`src/rtl/cipher_block_fifo.sv`:
```
// ---------------------------------------------------------------------------
// cipher_block_fifo
//
// First-word-fall-through FIFO for ciphertext blocks. When a block is written
// as the last block of a message, it can be truncated: only the leading
// (most-significant, big-endian) nbytes_i bytes are kept and the rest are
// stored as zero. A write into a full FIFO with no pop is dropped and raises
// a sticky overflow flag.
//
// Parameters
//   DATA_W  block width in bits (multiple of 8, >= 8)
//   DEPTH   number of stored blocks (power of 2, >= 2)
//
// Ports
//   clk         rising-edge clock
//   reset       synchronous reset, active low
//   en_cipher   write strobe
//   cipher_i    block to write
//   last_i      block is the final block of a message
//   nbytes_i    valid bytes in a last block (0 = all bytes valid)
//   ready_i     consumer accepts the head block
//   clr_err_i   clears the sticky overflow flag
//   valid_o     head block available (FIFO not empty)
//   cipher_o    head block, already masked (0 when empty)
//   last_o      last flag of the head block (0 when empty)
//   count_o     number of stored blocks
//   full_o      count_o == DEPTH
//   empty_o     count_o == 0
//   overflow_o  sticky: a write was dropped because the FIFO was full
// ---------------------------------------------------------------------------
module cipher_block_fifo #(
    parameter int DATA_W = 64,
    parameter int DEPTH  = 4
) (
    input  logic                          clk,
    input  logic                          reset,
    input  logic                          en_cipher,
    input  logic [DATA_W-1:0]             cipher_i,
    input  logic                          last_i,
    input  logic [$clog2(DATA_W/8+1)-1:0] nbytes_i,
    input  logic                          ready_i,
    input  logic                          clr_err_i,
    output logic                          valid_o,
    output logic [DATA_W-1:0]             cipher_o,
    output logic                          last_o,
    output logic [$clog2(DEPTH+1)-1:0]    count_o,
    output logic                          full_o,
    output logic                          empty_o,
    output logic                          overflow_o
);

    localparam int NB  = DATA_W / 8;
    localparam int NBW = $clog2(NB + 1);
    localparam int PW  = $clog2(DEPTH);
    localparam int CW  = $clog2(DEPTH + 1);

    // Storage word is {last, data}; the array is never reset because the
    // head register below never exposes an entry that was not written.
    logic [DATA_W:0] mem [DEPTH];

    logic [PW-1:0]   rd_ptr_reg, rd_ptr_next;
    logic [PW-1:0]   wr_ptr_reg, wr_ptr_next;
    logic [CW-1:0]   count_reg, count_next;
    logic            overflow_reg, overflow_next;
    logic [DATA_W:0] head_reg;

    logic [DATA_W-1:0] masked;
    logic [DATA_W:0]   wr_word;
    logic              trunc;
    logic              pop;
    logic              push;
    logic              overflow_event;
    logic              bypass;

    // -----------------------------------------------------------------------
    // Byte masking of a partial last block. Byte gi is counted from the MSB
    // end, so byte gi survives when gi < nbytes_i.
    // -----------------------------------------------------------------------
    assign trunc = last_i && (nbytes_i != '0) && (nbytes_i < NBW'(NB));

    generate
        for (genvar gi = 0; gi < NB; gi++) begin : g_byte
            assign masked[DATA_W-1-8*gi -: 8] =
                (!trunc || (NBW'(gi) < nbytes_i)) ? cipher_i[DATA_W-1-8*gi -: 8] : 8'h00;
        end
    endgenerate

    assign wr_word = {last_i, masked};

    // -----------------------------------------------------------------------
    // Handshake. A pop frees a slot on the same edge, so a full FIFO still
    // accepts a write when the consumer takes the head.
    // -----------------------------------------------------------------------
    assign pop            = !empty_o && ready_i;
    assign push           = en_cipher && (!full_o || pop);
    assign overflow_event = en_cipher && full_o && !pop;

    always_comb begin
        rd_ptr_next   = pop  ? rd_ptr_reg + PW'(1) : rd_ptr_reg;
        wr_ptr_next   = push ? wr_ptr_reg + PW'(1) : wr_ptr_reg;

        count_next = count_reg;
        if (push && !pop) begin
            count_next = count_reg + CW'(1);
        end else if (pop && !push) begin
            count_next = count_reg - CW'(1);
        end

        // A new overflow takes priority over a clear on the same edge.
        overflow_next = overflow_reg;
        if (overflow_event) begin
            overflow_next = 1'b1;
        end else if (clr_err_i) begin
            overflow_next = 1'b0;
        end
    end

    // The incoming block becomes the next head exactly when it is written to
    // the slot the read pointer is about to point at (empty FIFO, or the only
    // stored block is being popped). In that case the array still holds the
    // stale value, so the head register takes the write data directly.
    assign bypass = push && (wr_ptr_reg == rd_ptr_next);

    // -----------------------------------------------------------------------
    // Control state and registered head (registered read of the array).
    // -----------------------------------------------------------------------
    always_ff @(posedge clk) begin
        if (!reset) begin
            rd_ptr_reg   <= '0;
            wr_ptr_reg   <= '0;
            count_reg    <= '0;
            overflow_reg <= 1'b0;
            head_reg     <= '0;
        end else begin
            rd_ptr_reg   <= rd_ptr_next;
            wr_ptr_reg   <= wr_ptr_next;
            count_reg    <= count_next;
            overflow_reg <= overflow_next;
            if (count_next == '0) begin
                head_reg <= '0;
            end else if (bypass) begin
                head_reg <= wr_word;
            end else begin
                head_reg <= mem[rd_ptr_next];
            end
        end
    end

    // Storage write port; writes are suppressed while reset is asserted so a
    // push on a reset edge leaves no trace.
    always_ff @(posedge clk) begin
        if (push && reset) begin
            mem[wr_ptr_reg] <= wr_word;
        end
    end

    // -----------------------------------------------------------------------
    // Outputs
    // -----------------------------------------------------------------------
    assign cipher_o   = head_reg[DATA_W-1:0];
    assign last_o     = head_reg[DATA_W];
    assign count_o    = count_reg;
    assign full_o     = (count_reg == CW'(DEPTH));
    assign empty_o    = (count_reg == '0);
    assign valid_o    = !empty_o;
    assign overflow_o = overflow_reg;

endmodule

```
`config.mk`:
```
export PLATFORM = sky130hd
export DESIGN_NAME = cipher_block_fifo
export DESIGN_NICKNAME = d
export VERILOG_FILES = /design/src/rtl/cipher_block_fifo.sv
export SDC_FILE = /design/constraint.sdc
export NUM_CORES = 1
export LEC_CHECK = 0
export ABC_CLOCK_PERIOD_IN_PS = 3000
export BUFFER_PORTS_ARGS = -buffer_cell sky130_fd_sc_hd__clkbuf_2
export CAP_MARGIN = 20
export CORE_ASPECT_RATIO = 0.9
export CORE_UTILIZATION = 40
export CTS_CLUSTER_SIZE = 14
export DETAILED_ROUTE_END_ITERATION = 6
export GPL_TIMING_DRIVEN = 0
export HOLD_SLACK_MARGIN = 0.03
export PLACE_DENSITY_LB_ADDON = 0.05
export SYNTH_ARGS = -nofsm -noshare
export SYNTH_HDL_FRONTEND = slang
export SYNTH_SLANG_ARGS = --single-unit
```
`constraint.sdc`:
```
create_clock -name clk -period 3 [get_ports clk]
set_clock_uncertainty 0.2 [all_clocks]
set_input_delay 0.3 -clock clk [delete_from_list [all_inputs] [get_ports clk]]
set_output_delay 0.3 -clock clk [all_outputs]
set_load 0.005 [all_outputs]
```
# Word-level counts from Yosys, hierarchy flattened
# Memories as Yosys holds them, arrays and structs flattened. A register that Yosys moved wholly into a read port is not among the register bits.
# Cells that the tools add are included.
totals:
  memories: 1
  wordCells: 63
  register_bits: 8
  inputBits: 74
  ram_bits: 260
classes:
  n_addsub: 4
  eq_ne: 1
  reduce_logical: 28
  bitwise: 1
  mux: 15
  order_cmp: 9
mem_list:
  columns: ["name", "depth", "width", "rd", "rd_clocked_by_memory_dff", "wr", "line_no", "source"]
  rows:
  - ["mem", 4, 65, 1, 1, 1, "59", "logic [DATA_W:0] mem [DEPTH];"]
ops:
  columns: ["op", "n"]
  rows:
  - ["$mux 8", 8]
  - ["$lt 3x4->1 const A", 4]
  - ["$logic_and 1x1->1", 9]
  - ["$logic_or 1x1->1", 9]
  - ["$lt 1x4->1 const A", 2]
  - ["$lt 2x4->1 const A", 2]
  - ["$logic_not 3->1", 2]
  - ["$mux 3", 2]
  - ["$logic_not 1->1", 5]
  - ["$add 2x1->2 const B", 2]
  - ["$lt 4x4->1 const B", 1]
  - ["$mux 1", 4]
  - ["$reduce_bool 4->1", 1]
  - ["$add 3x1->3 const B", 1]
  - ["$eq 3x3->1 const B", 1]
  - ["$sub 3x1->3 const B", 1]
  - ["$mux 2", 1]
  - ["$reduce_bool 2->1", 1]
  - ["$reduce_or 2->1", 1]
  - ["$not 1->1", 1]

# Depth between registers and ports, before layout
depth:
  ltp_word: 11
  mapped_depth: 12
  mapped_depth_nobuf: 9

# Least setup slack after synthesis
# Ideal clock, no wire load.
synth_timing:
  kind: "register to register"
  start: "register count_reg[1], in the netlist count_o[1]"
  end: "memory mem[0][0] (netlist bit), enable pin"
  required_ns: 2.370
  arrival_time_ns: 2.779
  period_less_slack_ns: 3.409
  n_path_buf: 0
  slack_ns: -0.409
  path_stages_with_launch: 7
  cell_sequence: "dfxtp_1 > inv_1 > ha_1 > and2_1 > nand2_1 > and3_1 > and2_1"
synth_via:
  word_cells_on_any_way: 10
  cone_classes: "1 x eq/ne; 2 x mux; 7 x reduce/logical"
synth_rtl:
  columns: ["element", "line_no", "source"]
  rows:
  - ["from (decl)", "63", "logic [CW-1:0] count_reg, count_next;"]
  - ["from (signal assigned)", "137", "count_reg <= count_next;"]
  - ["$eq 3x3->1", "163", "assign full_o = (count_reg == CW'(DEPTH));"]
  - ["named net full_o", "47", "output logic full_o,"]
  - ["$logic_not 1->1", "95", "assign push = en_cipher && (!full_o || pop);"]
  - ["$logic_or 1x1->1", "95", null]
  - ["$logic_and 1x1->1", "95", null]
  - ["$logic_and 1x1->1", "152", "if (push && reset) begin"]
  - ["$mux 1", "152", null]
  - ["$mux 1 (not written as such)", "153", "mem[wr_ptr_reg] <= wr_word;"]
  - ["to (decl)", "59", null]
# The timed path passes the listed nets, and every way through them passes these cells.

# Final worst setup path
layout_timing:
  start: "register count_reg[1], in the netlist count_o[1]"
  end: "register head_reg[22] (read register of mem)"
layout_via:
  elab_chain_cells: 11
  word_cells_on_any_way: 18
  cone_classes: "2 x add/sub; 1 x eq/ne; 3 x mux; 12 x reduce/logical"
layout_lines:
  columns: ["element", "line_no", "source"]
  rows:
  - ["$logic_not 3->1", "164", "assign empty_o = (count_reg == '0);"]
  - ["$logic_not 1->1", "94", "assign pop = !empty_o && ready_i;"]
  - ["$logic_and 1x1->1", "94", null]
  - ["$logic_or 1x1->1", "95", null]
  - ["$logic_and 1x1->1", "95", null]
  - ["$logic_not 1->1", "105", "end else if (pop && !push) begin"]
  - ["$logic_and 1x1->1", "105", null]
  - ["$mux 3", "105", null]
  - ["$mux 3", "103", "if (push && !pop) begin"]
  - ["$logic_not 3->1", "139", "if (count_next == '0) begin"]
  - ["$reduce_or 2->1 (no source line)", null, null]
  - ["to (decl)", "65", "logic [DATA_W:0] head_reg;"]
# Several ways; a longest one is shown, not always the timed one.
# A chain may end at the register's enable or synchronous reset.

==> results.md <==
* Status: finished, violations left
* Failing checks: design-rule violations
* CP Launch Type: flop
* Max stage delay on crit path at 0.47 ns
* Place WS at -0.317 ns
* Hold_sp: en_cipher
* Die area at 39500 µm²
* Syn Inst Count at 1181
* Non-filler instance count after layout at 1959
* Unique masters post-synth at 50
* Comb power frac at 33.9%
* Crit path kind: flop to flop
* Initial Util at 40.5%
* Synth warn at 0
* Power Total at 15.8 mW
* Initial antenna violation count at 2
* Final period utilization at 95.7%
* Register area share after synthesis at 59.8%
* R2R setup slack at 0.13 ns
* Worst Path Max Fanout at 10
* Nets at 1520
* Mapped cell area at 15500 µm²
* Ranking of synthesized cells by area: edfxtp_1 50%, dfxtp_1 9.4%, mux4_2 8.1%
* Most frequent cells in the layout: 292 x nand2_1, 260 x edfxtp_1, 146 x clkbuf_2, 115 x a21oi_1, 80 x inv_1
* Synth area leader: edfxtp_1
* Post-Place Cell Area at 16900 µm²
* Core Area at 38300 µm²
* Sw frac at 33.3%
* Top_reg_cell synth: edfxtp_1
* DP Cell Count at 1819
* Detailed Route WL at 42300 µm
* TritonCTS Buffers at 38
* Setup crit start: count_o[1]
* Vias in the first global route at 10900
* Final Max Slew Viols at 0
* Final setup viols at 0
* Global-route wire length before repair at 64500 µm
* Share of cells above drive strength 1 at 30.2%
* Max stage delay cell, worst path: a2111oi_1
* Worst path most repeated cell: buf_4
* Switching pwr at 5.25 mW
* Final worst slack at 0.128 ns
* Max Clock Freq at 348 MHz
* Post-Route Setup TNS at 0 ns
* WP data required at 3.21 ns
* Hold_ws at 0.0721 ns
* DR vias at 10600
* Clock Tree Root: clkbuf_16
* CP cell instances: inv_1 > ha_1 > nand2b_1 > buf_4 > inv_4 > nor2_4 > buf_12 > buf_4 > buf_4 > mux4_2 > a2111oi_1 > a211oi_2
* DR DRC count at 2
* FF-to-FF Start: count_o[1]
* Detail Route Antenna Nets at 0
* GR Overflow Total at 0
* Skew-Pair Late Insertion Delay at 0.54 ns
* Unrepaired setup endpoints after global routing: false
* Max Cap Viol at 0
* Finished Core Util at 50.0%
* Yosys reg bits at 333
* Vias per inst at 5.41
* CTS tree: done
* Clk pin slew, worst setup/hold paths at 0.06 ns
* Final instance area at 19100 µm²
* Largest register FFs at 260
* Fin crit period at 2.87 ns
* Die H at 189 µm
* Critical Path End Type: flop
* IO buf count at 144
* Internal at 10.5 mW
* Hpwl dp at 26200 µm
* Post-synth ARST share at 0%
* Initial drt markers at 682
* Commonest non-fill, non-tap cell in the layout: nand2_1
* Yosys top cell area share at 50.4%
* Worst hold path type: primary input to flop
* Avg Synthesized Cell Area at 13.1 µm²
* Hold Vio Cnt, Final at 0
* GPL Wtd Cong at 0.749
* Crit path DAT at 3.08 ns
* WL/cell at 21.6 µm
* Area Overhead vs Synth at 23.5%
* Num Clock Sinks at 333
* Top delay family on crit path: buffers and inverters
* Die X at 209 µm
* H-tree Lvls at 2
* Largest net degree at the start of global routing at 48
* Crit path buf inv count at 6
* Post-synth EDFFs at 260
* Maximum vdd ir drop at 0.412 mV
* Cell row count at 68
* GRT Resource Usage Total at 21.6%
* Sequential power share at 35.9%
* Clock power share at 30.2%
* Syn_nets at 1262
* Power Dens Cells at 823 nW/µm²
* Leakage power at 7.12 nW
* Longest Clk Path Bufs at 3
* Slew headroom at 29.9%
* Worst-Margin Slew at 1.05 ns
* First-pass iteration count of the detailed router at 7
* Io pins at 146
-- Yosys cell counts (3+ instances only) --
| master | n |
|---|---|
| a2111oi_0 | 5 |
| a2111oi_1 | 26 |
| a2111oi_4 | 25 |
| a211oi_1 | 5 |
| a211oi_2 | 51 |
| a21oi_1 | 116 |
| a222oi_1 | 9 |
| and2_1 | 11 |
| buf_2 | 40 |
| buf_4 | 8 |
| buf_6 | 10 |
| clkbuf_1 | 29 |
| dfxtp_1 | 73 |
| edfxtp_1 | 260 |
| ha_1 | 7 |
| inv_1 | 80 |
| mux2i_1 | 18 |
| mux4_2 | 56 |
| nand2_1 | 292 |
| nand3_1 | 6 |
| nor2_1 | 11 |
| nor2b_1 | 3 |
| o21ai_0 | 3 |
| o21ai_1 | 3 |
| xnor2_1 | 3 |
-- kinds of logic after synthesis --
group	Yosys count	share of synthesized area, %
xor+xnor	4	0.226
flops	333	59.8
fa+ha+maj	8	0.638
mux	74	9.30
simple gates	336	8.68
compound gates	256	16.1
buf+inv	170	5.21
-- routing by layer --
metal | part of all wire [%] | wire (µm) | up-vias | track usage [%]
li1 | - | - | 4889 | -
met1 | 45 | 19200 | 5316 | 30.3
met2 | 46 | 19700 | 329 | 34.8
met3 | 5.7 | 2400 | 70 | 3.30
met4 | 2.4 | 1000 | 2 | 6.63
met5 | 0.028 | 12 | - | 0
-- final cells by class --
| class | count | area, µm² |
|---|---|---|
| Clock buffer | 51 | 1060 |
| Tap cell | 490 | 613 |
| Fill cell | 3399 | 19100 |
| Buffer | 87 | 529 |
| Clock inverter | 18 | 209 |
| Timing Repair Buffer | 219 | 1560 |
| Inverter | 82 | 310 |
| Multi-Input combinational cell | 678 | 5580 |
| Sequential cell | 333 | 9270 |
| Antenna cell | 1 | 2.50 |
-- worst register-to-register path: cells and delay by family (launching register included) --
kind | cells | cell delay (ns)
buffers and inverters | 6 | 0.82
adder cells (fa/ha/maj) | 1 | 0.26
AND/OR/NAND/NOR | 2 | 0.21
AO/OA/AOI/OAI | 2 | 0.55
flip-flops | 1 | 0.38
multiplexers | 1 | 0.32
-- worst paths after layout --
kind                    to  cells after the start
min          wr_ptr_reg[1]                      4
min reg2reg  wr_ptr_reg[1]                      2
max reg2reg   head_reg[22]                     12
max           head_reg[22]                     12
-- what timing repair did --
action,in CTS,in global routing
setup endpoints to repair,49,65
gates resized for setup,32,13
setup buffers,0,3
cloned,0,0
endpoints found under the hold margin,333,0
hold buffers,68,0
pin swaps,0,2
-- power groups by stage --
stage	clock, mW	combinational (mW)	sequential (mW)
after floorplan	0	3.35	5.76
after global placement	0	5.00	5.76
after detailed placement	0	5.03	5.76
after CTS	4.87	5.30	5.66
after global routing	5.04	5.76	5.71
final	4.75	5.34	5.66
Note: power is estimated with default switching activity, not from simulation.
